### src/rtl/tandy_kb_pkg.sv
// ---------------------------------------------------------------------------
// tandy_kb_pkg
// Shared definitions for the Tandy 1000 <-> PC/XT set-1 keyboard code paths.
//   - enc_state_e    : byte-replay FSM states of the scancode encoder
//   - E0_PREFIX      : extended-key prefix byte
//   - REV_MAP        : Tandy key code -> {need_e0, XT code} table. The forward
//                      (XT -> Tandy) converter reads the same table, swapping
//                      columns, so both directions stay consistent.
// ---------------------------------------------------------------------------
package tandy_kb_pkg;

   typedef enum logic [2:0] {
      IDLE    = 3'd0,
      PRE_HI  = 3'd1,
      PRE_LO  = 3'd2,
      CODE_HI = 3'd3,
      CODE_LO = 3'd4
   } enc_state_e;

   localparam logic [7:0] E0_PREFIX = 8'hE0;

   // Entry layout: [14:8] Tandy code, [7] needs E0 prefix, [6:0] XT code.
   localparam int REV_MAP_N = 11;
   localparam logic [REV_MAP_N-1:0][14:0] REV_MAP = {
      {7'h29, 1'b1, 7'h48},   // up arrow
      {7'h2B, 1'b1, 7'h4B},   // left arrow
      {7'h4A, 1'b1, 7'h50},   // down arrow
      {7'h4E, 1'b1, 7'h4D},   // right arrow
      {7'h57, 1'b1, 7'h1C},   // keypad enter
      {7'h58, 1'b1, 7'h47},   // home
      {7'h53, 1'b0, 7'h4A},   // keypad minus
      {7'h55, 1'b0, 7'h4E},   // keypad plus
      {7'h56, 1'b0, 7'h53},   // keypad period / del
      {7'h59, 1'b0, 7'h57},   // F11
      {7'h5A, 1'b0, 7'h58}    // F12
   };

endpackage

### src/rtl/tandy_scancode_encoder_if.sv
// ---------------------------------------------------------------------------
// tandy_scancode_encoder_if
// Valid/ready handshake carrying one Tandy keyboard code per transfer.
//   tandy_code  : [7] break flag, [6:0] Tandy key code
//   tandy_valid : source offers a code
//   tandy_ready : encoder can accept (transfer when valid & ready on clock)
// master = code source, slave = encoder.
// ---------------------------------------------------------------------------
interface tandy_scancode_encoder_if;
   logic [7:0] tandy_code;
   logic       tandy_valid;
   logic       tandy_ready;

   modport master (
      output tandy_code,
      output tandy_valid,
      input  tandy_ready
   );

   modport slave (
      input  tandy_code,
      input  tandy_valid,
      output tandy_ready
   );
endinterface

### src/rtl/tandy_code_reverse_map.sv
// ---------------------------------------------------------------------------
// tandy_code_reverse_map
// Purely combinational Tandy key code -> XT set-1 key code lookup.
//   code_i    : 7-bit Tandy key code (break flag stripped)
//   need_e0_o : XT code must be preceded by an E0 prefix byte
//   code_o    : 7-bit XT key code (unmapped codes pass through)
// ---------------------------------------------------------------------------
module tandy_code_reverse_map
   import tandy_kb_pkg::*;
(
   input  logic [6:0] code_i,
   output logic       need_e0_o,
   output logic [6:0] code_o
);

   // Table lookup; table entries are unique so at most one can hit.
   always_comb begin
      need_e0_o = 1'b0;
      code_o    = code_i;
      for (int i = 0; i < REV_MAP_N; i++) begin
         if (code_i == REV_MAP[i][14:8]) begin
            need_e0_o = REV_MAP[i][7];
            code_o    = REV_MAP[i][6:0];
         end
      end
   end

endmodule

### src/rtl/tandy_scancode_encoder.sv
// ---------------------------------------------------------------------------
// tandy_scancode_encoder
// Accepts one Tandy 1000 keyboard code per handshake and replays it as one
// or two IRQ-framed PC/XT set-1 bytes (optional E0 prefix, then the mapped
// code carrying the break bit).
//   clock       : single clock domain
//   reset       : asynchronous, active-low
//   tandy       : slave side of the Tandy code valid/ready handshake
//   scancode    : XT byte currently presented (held across each IRQ pulse)
//   keybord_irq : byte strobe, high IRQ_HIGH_CYCLES then low IRQ_GAP_CYCLES
// ---------------------------------------------------------------------------
module tandy_scancode_encoder
   import tandy_kb_pkg::*;
#(
   parameter int IRQ_HIGH_CYCLES = 4,
   parameter int IRQ_GAP_CYCLES  = 4
) (
   input  logic                     clock,
   input  logic                     reset,
   tandy_scancode_encoder_if.slave  tandy,
   output logic [7:0]               scancode,
   output logic                     keybord_irq
);

   localparam int MAX_CYC = (IRQ_HIGH_CYCLES > IRQ_GAP_CYCLES) ?
                            IRQ_HIGH_CYCLES : IRQ_GAP_CYCLES;
   localparam int CNT_W   = $clog2(MAX_CYC + 1);
   localparam logic [CNT_W-1:0] HI_LAST  = CNT_W'(IRQ_HIGH_CYCLES - 1);
   localparam logic [CNT_W-1:0] GAP_LAST = CNT_W'(IRQ_GAP_CYCLES - 1);
   localparam logic [CNT_W-1:0] CNT_ONE  = CNT_W'(1);
   localparam logic [CNT_W-1:0] CNT_ZERO = CNT_W'(0);

   enc_state_e       state_q;
   logic [CNT_W-1:0] phase_q;
   logic [7:0]       byte_q;       // code byte captured at acceptance
   logic [7:0]       scancode_q;
   logic             irq_q;
   logic             ready_q;

   logic             need_e0_s;
   logic [6:0]       code7_s;

   tandy_code_reverse_map u_map (
      .code_i    (tandy.tandy_code[6:0]),
      .need_e0_o (need_e0_s),
      .code_o    (code7_s)
   );

   // Byte-replay FSM; every output is a register updated alongside the state,
   // so scancode and irq always change on the same edge.
   always_ff @(posedge clock or negedge reset) begin
      if (!reset) begin
         state_q    <= IDLE;
         phase_q    <= CNT_ZERO;
         byte_q     <= 8'h00;
         scancode_q <= 8'h00;
         irq_q      <= 1'b0;
         ready_q    <= 1'b1;
      end else begin
         case (state_q)
            IDLE: begin
               phase_q <= CNT_ZERO;
               if (tandy.tandy_valid) begin
                  byte_q  <= {tandy.tandy_code[7], code7_s};
                  irq_q   <= 1'b1;
                  ready_q <= 1'b0;
                  if (need_e0_s) begin
                     state_q    <= PRE_HI;
                     scancode_q <= E0_PREFIX;
                  end else begin
                     state_q    <= CODE_HI;
                     scancode_q <= {tandy.tandy_code[7], code7_s};
                  end
               end else begin
                  ready_q <= 1'b1;
               end
            end
            PRE_HI: begin
               if (phase_q == HI_LAST) begin
                  state_q <= PRE_LO;
                  phase_q <= CNT_ZERO;
                  irq_q   <= 1'b0;
               end else begin
                  phase_q <= phase_q + CNT_ONE;
               end
            end
            PRE_LO: begin
               if (phase_q == GAP_LAST) begin
                  state_q    <= CODE_HI;
                  phase_q    <= CNT_ZERO;
                  scancode_q <= byte_q;
                  irq_q      <= 1'b1;
               end else begin
                  phase_q <= phase_q + CNT_ONE;
               end
            end
            CODE_HI: begin
               if (phase_q == HI_LAST) begin
                  state_q <= CODE_LO;
                  phase_q <= CNT_ZERO;
                  irq_q   <= 1'b0;
               end else begin
                  phase_q <= phase_q + CNT_ONE;
               end
            end
            CODE_LO: begin
               if (phase_q == GAP_LAST) begin
                  state_q <= IDLE;
                  phase_q <= CNT_ZERO;
                  ready_q <= 1'b1;
               end else begin
                  phase_q <= phase_q + CNT_ONE;
               end
            end
            default: begin
               state_q <= IDLE;
               phase_q <= CNT_ZERO;
               irq_q   <= 1'b0;
               ready_q <= 1'b1;
            end
         endcase
      end
   end

   assign scancode          = scancode_q;
   assign keybord_irq       = irq_q;
   assign tandy.tandy_ready = ready_q;

endmodule

### src/flat_wrapper.sv
// flat-port wrapper written by rule: the top's interface ports become plain ports
module tandy_scancode_encoder_flat import tandy_kb_pkg::*;
#(
   parameter int IRQ_HIGH_CYCLES = 4,
   parameter int IRQ_GAP_CYCLES  = 4
)
  (clock, reset, scancode, keybord_irq, tandy_tandy_code, tandy_tandy_valid, tandy_tandy_ready);
  tandy_scancode_encoder_if tandy_i ();
  input  logic clock;
  input  logic reset;
  output logic [7:0] scancode;
  output logic keybord_irq;
  input wire logic [$bits(tandy_i.tandy_code)-1:0] tandy_tandy_code;
  input wire logic [$bits(tandy_i.tandy_valid)-1:0] tandy_tandy_valid;
  output wire logic [$bits(tandy_i.tandy_ready)-1:0] tandy_tandy_ready;
  assign tandy_i.tandy_code = tandy_tandy_code;
  assign tandy_i.tandy_valid = tandy_tandy_valid;
  assign tandy_tandy_ready = tandy_i.tandy_ready;
  tandy_scancode_encoder #(.IRQ_HIGH_CYCLES(IRQ_HIGH_CYCLES), .IRQ_GAP_CYCLES(IRQ_GAP_CYCLES)) u_core (.clock(clock), .reset(reset), .tandy(tandy_i), .scancode(scancode), .keybord_irq(keybord_irq));
endmodule
### config.mk
export PLATFORM = sky130hd
export DESIGN_NAME = tandy_scancode_encoder_flat
export DESIGN_NICKNAME = d
export VERILOG_FILES = /design/src/rtl/tandy_kb_pkg.sv /design/src/rtl/tandy_scancode_encoder_if.sv /design/src/rtl/tandy_code_reverse_map.sv /design/src/rtl/tandy_scancode_encoder.sv /design/src/flat_wrapper.sv
export SDC_FILE = /design/constraint.sdc
export NUM_CORES = 1
export LEC_CHECK = 0
export ABC_AREA = 1
export CORE_MARGIN = 1
export CORE_UTILIZATION = 56
export CTS_BUF_LIST = sky130_fd_sc_hd__clkbuf_4 sky130_fd_sc_hd__clkbuf_8
export DETAILED_ROUTE_END_ITERATION = 10
export GPL_ROUTABILITY_DRIVEN = 0
export PLACE_DENSITY = 0.83
export SLEW_MARGIN = 15
export SYNTH_ARGS = -nofsm -noshare
export SYNTH_HDL_FRONTEND = slang
export SYNTH_SLANG_ARGS = --single-unit
### constraint.sdc
create_clock -name clock -period 1.9 [get_ports clock]
set_input_delay 0.285 -clock clock [delete_from_list [all_inputs] [get_ports clock]]
set_output_delay 0.285 -clock clock [all_outputs]
set_load 0.01 [all_outputs]
======== Word level (Yosys, flattened, before mapping) ========
Index checks and enable logic that the tools add are counted.
operators by class
  add/subtract/negate cells ............... 1
  equal/unequal tests ..................... 22
  mux-type cells .......................... 36
  bitwise operators ....................... 2
  reductions and logical operators ........ 10
operator list
  cell                 count
  $mux 7               11
  $eq 7x7->1 const B   9
  $mux 8               3
  $mux 3               7
  $pmux 8 s2           1
  $pmux 3 s5           1
  $eq 7x6->1 const B   2
  $mux 1               10
  $ne 2x1->1 const B   5
  $eq 3x2->1 const B   3
  $reduce_and 5->1     1
  $pmux 1 s4           1
  $reduce_and 2->1     2
  $reduce_and 4->1     1
  $reduce_or 4->1      1
  $add 3x1->3 const B  1
  $eq 3x1->1 const B   1
  $eq 3x3->1 const B   1
  $logic_not 3->1      1
  $pmux 1 s3           1
  $reduce_and 3->1     1
  $reduce_or 3->1      1
  $mux 2               1
  $ne 2x2->1 const B   1
  other kinds (3)      4
storage, ports and cells
  flip-flop bits (word level) ............. 24
  bits of input ports ..................... 11
  logic and storage cells ................. 77

======== Logic depth before layout (Yosys ltp) ========
  depth after elaboration ................. 15
  gate-level depth with buffers ........... 10
  depth with buffers taken out ............ 10

======== Hierarchy ========
Synthesis repeated with hierarchy kept, for this count alone.
second synthesis, totals
  cells, all modules ...................... 215
  area, all modules ....................... 1527.7 sq um
modules (own cells, without submodules)
  module                  instances  cells each  area an instance (sq um)  seq. area each (sq um)
  tandy_scancode_encoder  1          153         1226.2                    601.8
  tandy_code_reverse_map  1          62          301.5                     0.0

======== Worst setup path after synthesis ========
Ideal clock, no wire load.
  path type ............................... register to register
  start point ............................. register u_core.state_q[1]
  end point ............................... register u_core.scancode_q[0], in the netlist u_core.scancode[0]
  library setup time ...................... 120 ps
  data arrival time ....................... 1261 ps
  required time ........................... 1780 ps
  path slack .............................. 519 ps
  cell stages (with the launch flop) ...... 11
  path buffers ............................ 2
  cells stage by stage .................... dfrtp_1 -> buf_6 -> clkinv_4 -> nand2_4 -> nand2_4 -> nand2_4 -> a21oi_4 -> nand2_4 -> buf_6 -> a21oi_2 -> a21oi_2
on the way
  word-level cells in the longest chain between the ends .. 3
  elaborated cells between the ends (all ways) .. 7
  those cells by class .................... 3 x eq/ne; 1 x mux; 3 x reduce/logical
RTL lines
  what                                           RTL line                      source
  from (decl)                                    tandy_scancode_encoder.sv:33  enc_state_e state_q;
  from (signal assigned)                         tandy_scancode_encoder.sv:53  state_q <= IDLE;
  from (signal assigned)                         tandy_scancode_encoder.sv:68  state_q <= PRE_HI;
  from (signal assigned)                         tandy_scancode_encoder.sv:71  state_q <= CODE_HI;
  $eq 3x2->1 or $logic_not 3->1 (tied branches)  tandy_scancode_encoder.sv:60  case (state_q)
  $ne 2x1->1 (no line) (tied with other cells)   n/a
  $reduce_and 3->1 (no line)                     n/a
  to (signal assigned)                           tandy_scancode_encoder.sv:72  scancode_q <= {tandy.tandy_code[7], code7_s};
  to (signal assigned)                           tandy_scancode_encoder.sv:91  scancode_q <= byte_q;
  to (decl)                                      tandy_scancode_encoder.sv:36  logic [7:0] scancode_q;
Several ways; a longest one is shown, not always the timed one.
A chain may end at the register's enable or synchronous reset.

======== Worst setup path in the final report ========
  start point ............................. register u_core.ready_q, in the netlist u_core.tandy.tandy_ready
  end point ............................... output tandy_tandy_ready
RTL lines
  what                    RTL line                      source
  from (decl)             tandy_scancode_encoder.sv:38  logic ready_q;
  from (signal assigned)  tandy_scancode_encoder.sv:58  ready_q <= 1'b1;
  from (signal assigned)  tandy_scancode_encoder.sv:66  ready_q <= 1'b0;
  from (signal assigned)  tandy_scancode_encoder.sv:75  ready_q <= 1'b1;
  to (decl)               flat_wrapper.sv:15            output wire logic [$bits(tandy_i.tandy_ready)-1:0] tandy_tandy_ready;
No word-level cell between the ends.

==> reports/metrics.csv <==
stage;metric;value;unit
route;DR DRC count;2;
clocking;postcts setup bufs;0;
global_route;grt met3 use;3.48;%
worst_setup_path;CP startpoint kind;flop;
timing;Final setup viols;0;
power_and_ir_drop;worst vdd ir;1.25;mV
worst_setup_path;CP arrival;1.38;ns
placed_design;Placed Cells;242;
clocking;cts repair resizes;0;
clocking;CTS clock-pin slew for the worst setup and hold paths;0.14;ns
status;status;finished, violations left;
run;Max-Cap Viols;0;
timing;Fin. Hold Viols;0;
route;Final ANT Viol Nets;0;
layout;most frequent cells in the layout;53 x nand2_1, 24 x nor2_1, 23 x dfrtp_1, 20 x inv_1, 20 x clkdlybuf4s50_1;
clocking;total CTS buffers;3;
layout;Filler cells;193;
yosys;ys async rst share;100;%
placed_design;HPWL after DPL;2450;um
timing;clk_skew;0.0115;ns
layout;share of post-route cells with drive strength above 1;17.1;%
timing;RSZ-0062 raised after global routing;no;
die;Die Y;52.8;um
worst_setup_path;Crit Path Category;reg -> out;
clocking;clock buffer depth;2;
worst_setup_path;CP bufs+invs;1;
worst_setup_path;CP max stage delay;0.55;ns
placed_design;Placement Cell Area;0.00169;sq mm
timing;Slew Limit Headroom;78.6;%
clocking;cts hold-fix bufs;0;
status;failing checks;design-rule violations;
route;drt wl/cell;12.8;um
global_route;first-pass GRT wire length;5330;um
timing;minimum clock period after layout;1.67;ns
global_route;met1 Use GR;34.7;%
worst_setup_path;crit end category;primary output;
die;CORE AREA;0.00245;sq mm
yosys;Synth Flop Type;dfrtp_1;
yosys;Synth area leader;dfrtp_1;
timing;Slew Limit Fails;0;
route;DR vias;1303;
layout;commonest non-fill, non-tap cell in the layout;nand2_1;
global_route;gr busiest metal;met2;
timing;setup TNS;0;ns
layout;Ant. Diodes;0;
die;full die area;0.00278;sq mm
yosys;Synth Instances;190;
clocking;CTS tree;built;
yosys;post-synth cell types;24;
die;I/O pins;21;
layout;Final Instance Count excl. Fillers;246;
worst_setup_path;Top delay family on crit path;flip-flops;
yosys;Mean Syn Cell Area;7.59;sq um
global_route;initial antenna violation count;0;
power_and_ir_drop;pwr dens;1510;mW/mm^2
die;row count;18;
yosys;sequential fraction of the synthesis area;41.7;%
worst_setup_path;beginning of the worst register-to-register path;u_core.state_q[2];
route;Vias per Instance;5.30;
timing;final worst path period share;87.8;%
timing;worst-margin pin slew;0.317;ns
timing;fmax;600;MHz
global_route;largest net degree at the start of global routing;25;
clocking;worst skew pair latency;0.32;ns
worst_hold_path;Hold Crit Class;in -> async;
yosys;Yosys top cell area share;39.9;%
worst_setup_path;Critical Path RT;1.62;ns
yosys;EDFF count, synth;0;
layout;utilization after layout;70.9;%
clocking;H-tree Lvls;1;
yosys;Synth Cell Area;0.00144;sq mm
global_route;grt ovf;0;
route;final WL;3150;um
global_route;gr usage total;26.5;%
route;Pre-antenna DRT Iters;7;
power_and_ir_drop;Leak;0.882;nW
placed_design;I/O Buffers;20;
clocking;CTS sink count;24;
yosys;Area contributors post-synth;dfrtp_1 40%, nand2_1 14%, nor2_1 6.2%, a21oi_2 6.1%, inv_1 5.2%;
worst_setup_path;Worst R2R Path Depth;8;
global_route;number of global-route vias before repair;1237;
worst_setup_path;crit-path max FO;2;
yosys;Syn. warnings;0;
yosys;Seq cells post-synth;24;
die;Initial Util;58.8;%
layout;final net count;229;
layout;fin area;0.00174;sq mm
timing;hold slack final;0.296;ns
global_route;grt met2 use;43.7;%
route;detailed router's first-iteration violation count;33;
layout;Layout area overhead;20.6;%
worst_setup_path;Worst path slowest cell;dfstp_2;
die;die width;52.8;um
worst_setup_path;critical path cell sequence;clkdlybuf4s50_1;
yosys;Syn Nets;202;
clocking;clk root buf;clkbuf_4;
worst_setup_path;r2r setup slk;0.25;ns
worst_setup_path;reg-to-reg critical path endpoint;u_core.scancode[6];
==> routing by layer <==
metal / share of wire [%] / up-vias
met2: 48 / 31
met3: 3.3 / 6
met5: 0 / -
met4: 1.6 / 0
li1: - / 663
met1: 47 / 603
==> registers in the layout, summed over array words and instances (netlist names) <==
register and flops:
u_core.phase_q 3, u_core.byte_q 8, u_core.keybord_irq 1, u_core.tandy.tandy_ready 1, u_core.scancode 8, u_core.state_q 3
==> worst max path at each step <==
stage	slack [ns]	cells past startpoint	from	endpoint
floorplan	0.52	10	u_core.state_q[1]	u_core.scancode[0]
finish	0.23	1	u_core.tandy.tandy_ready	tandy_tandy_ready
global placement	0.08	10	tandy_tandy_code[5]	u_core.scancode[7]
CTS	0.23	1	u_core.tandy.tandy_ready	tandy_tandy_ready
detailed placement	0.02	10	tandy_tandy_code[2]	u_core.scancode[6]
global route	0.15	8	u_core.state_q[2]	u_core.scancode[6]
==> logic make-up (layout without fill, tap and decap cells) <==
| group | count (synthesis) | after routing | synth area share (%) |
|---|---|---|---|
| buffers and inverters | 27 | 53 | 8.50 |
| AO/OA/AOI/OAI | 33 | 33 | 15.3 |
| adder cells (fa/ha/maj) | 1 | 1 | 0.867 |
| AND/OR/NAND/NOR | 105 | 105 | 33.7 |
| flip-flops | 24 | 24 | 41.7 |
==> area by class of cell <==
cell class	count	area, sq um	share of cell area [%]
multi-input combinational	139	718	41.3
inverter	25	100	5.75
timing repair buffer	24	230	13.2
tap	30	37.5	2.16
sequential	24	602	34.6
clock buffer	3	22.5	1.29
clock inverter	1	30.0	1.73
==> where the power goes <==
group	total, W	switching, W	internal, W
combinational	0.00134	0.000775	0.000563
sequential	0.000910	0.000158	0.000752
clock	0.000374	0.000161	0.000213
total	0.00262	0.00109	0.00153
==> synthesized netlist by cell type, types with 2 or more instances <==
cell type   n
a21oi_1     5
a21oi_2    10
buf_6       2
dfrtp_1    23
inv_1      20
inv_2       3
nand2_1    53
nand2_4     4
nand3_1    15
nand3_2     3
nor2_1     24
nor2_2      3
o21ai_0     8
o21ai_1     7
==> stage by stage <==
step	setup WS [ns]	power, W
final	0.232	0.00262
after global routing	0.146	0.00282
after CTS	0.226	0.00263
after detailed placement	0.0197	0.00226
after global placement	0.0794	0.00220
after floorplan	0.519	0.00183
Note: power is estimated with default switching activity, not from simulation.
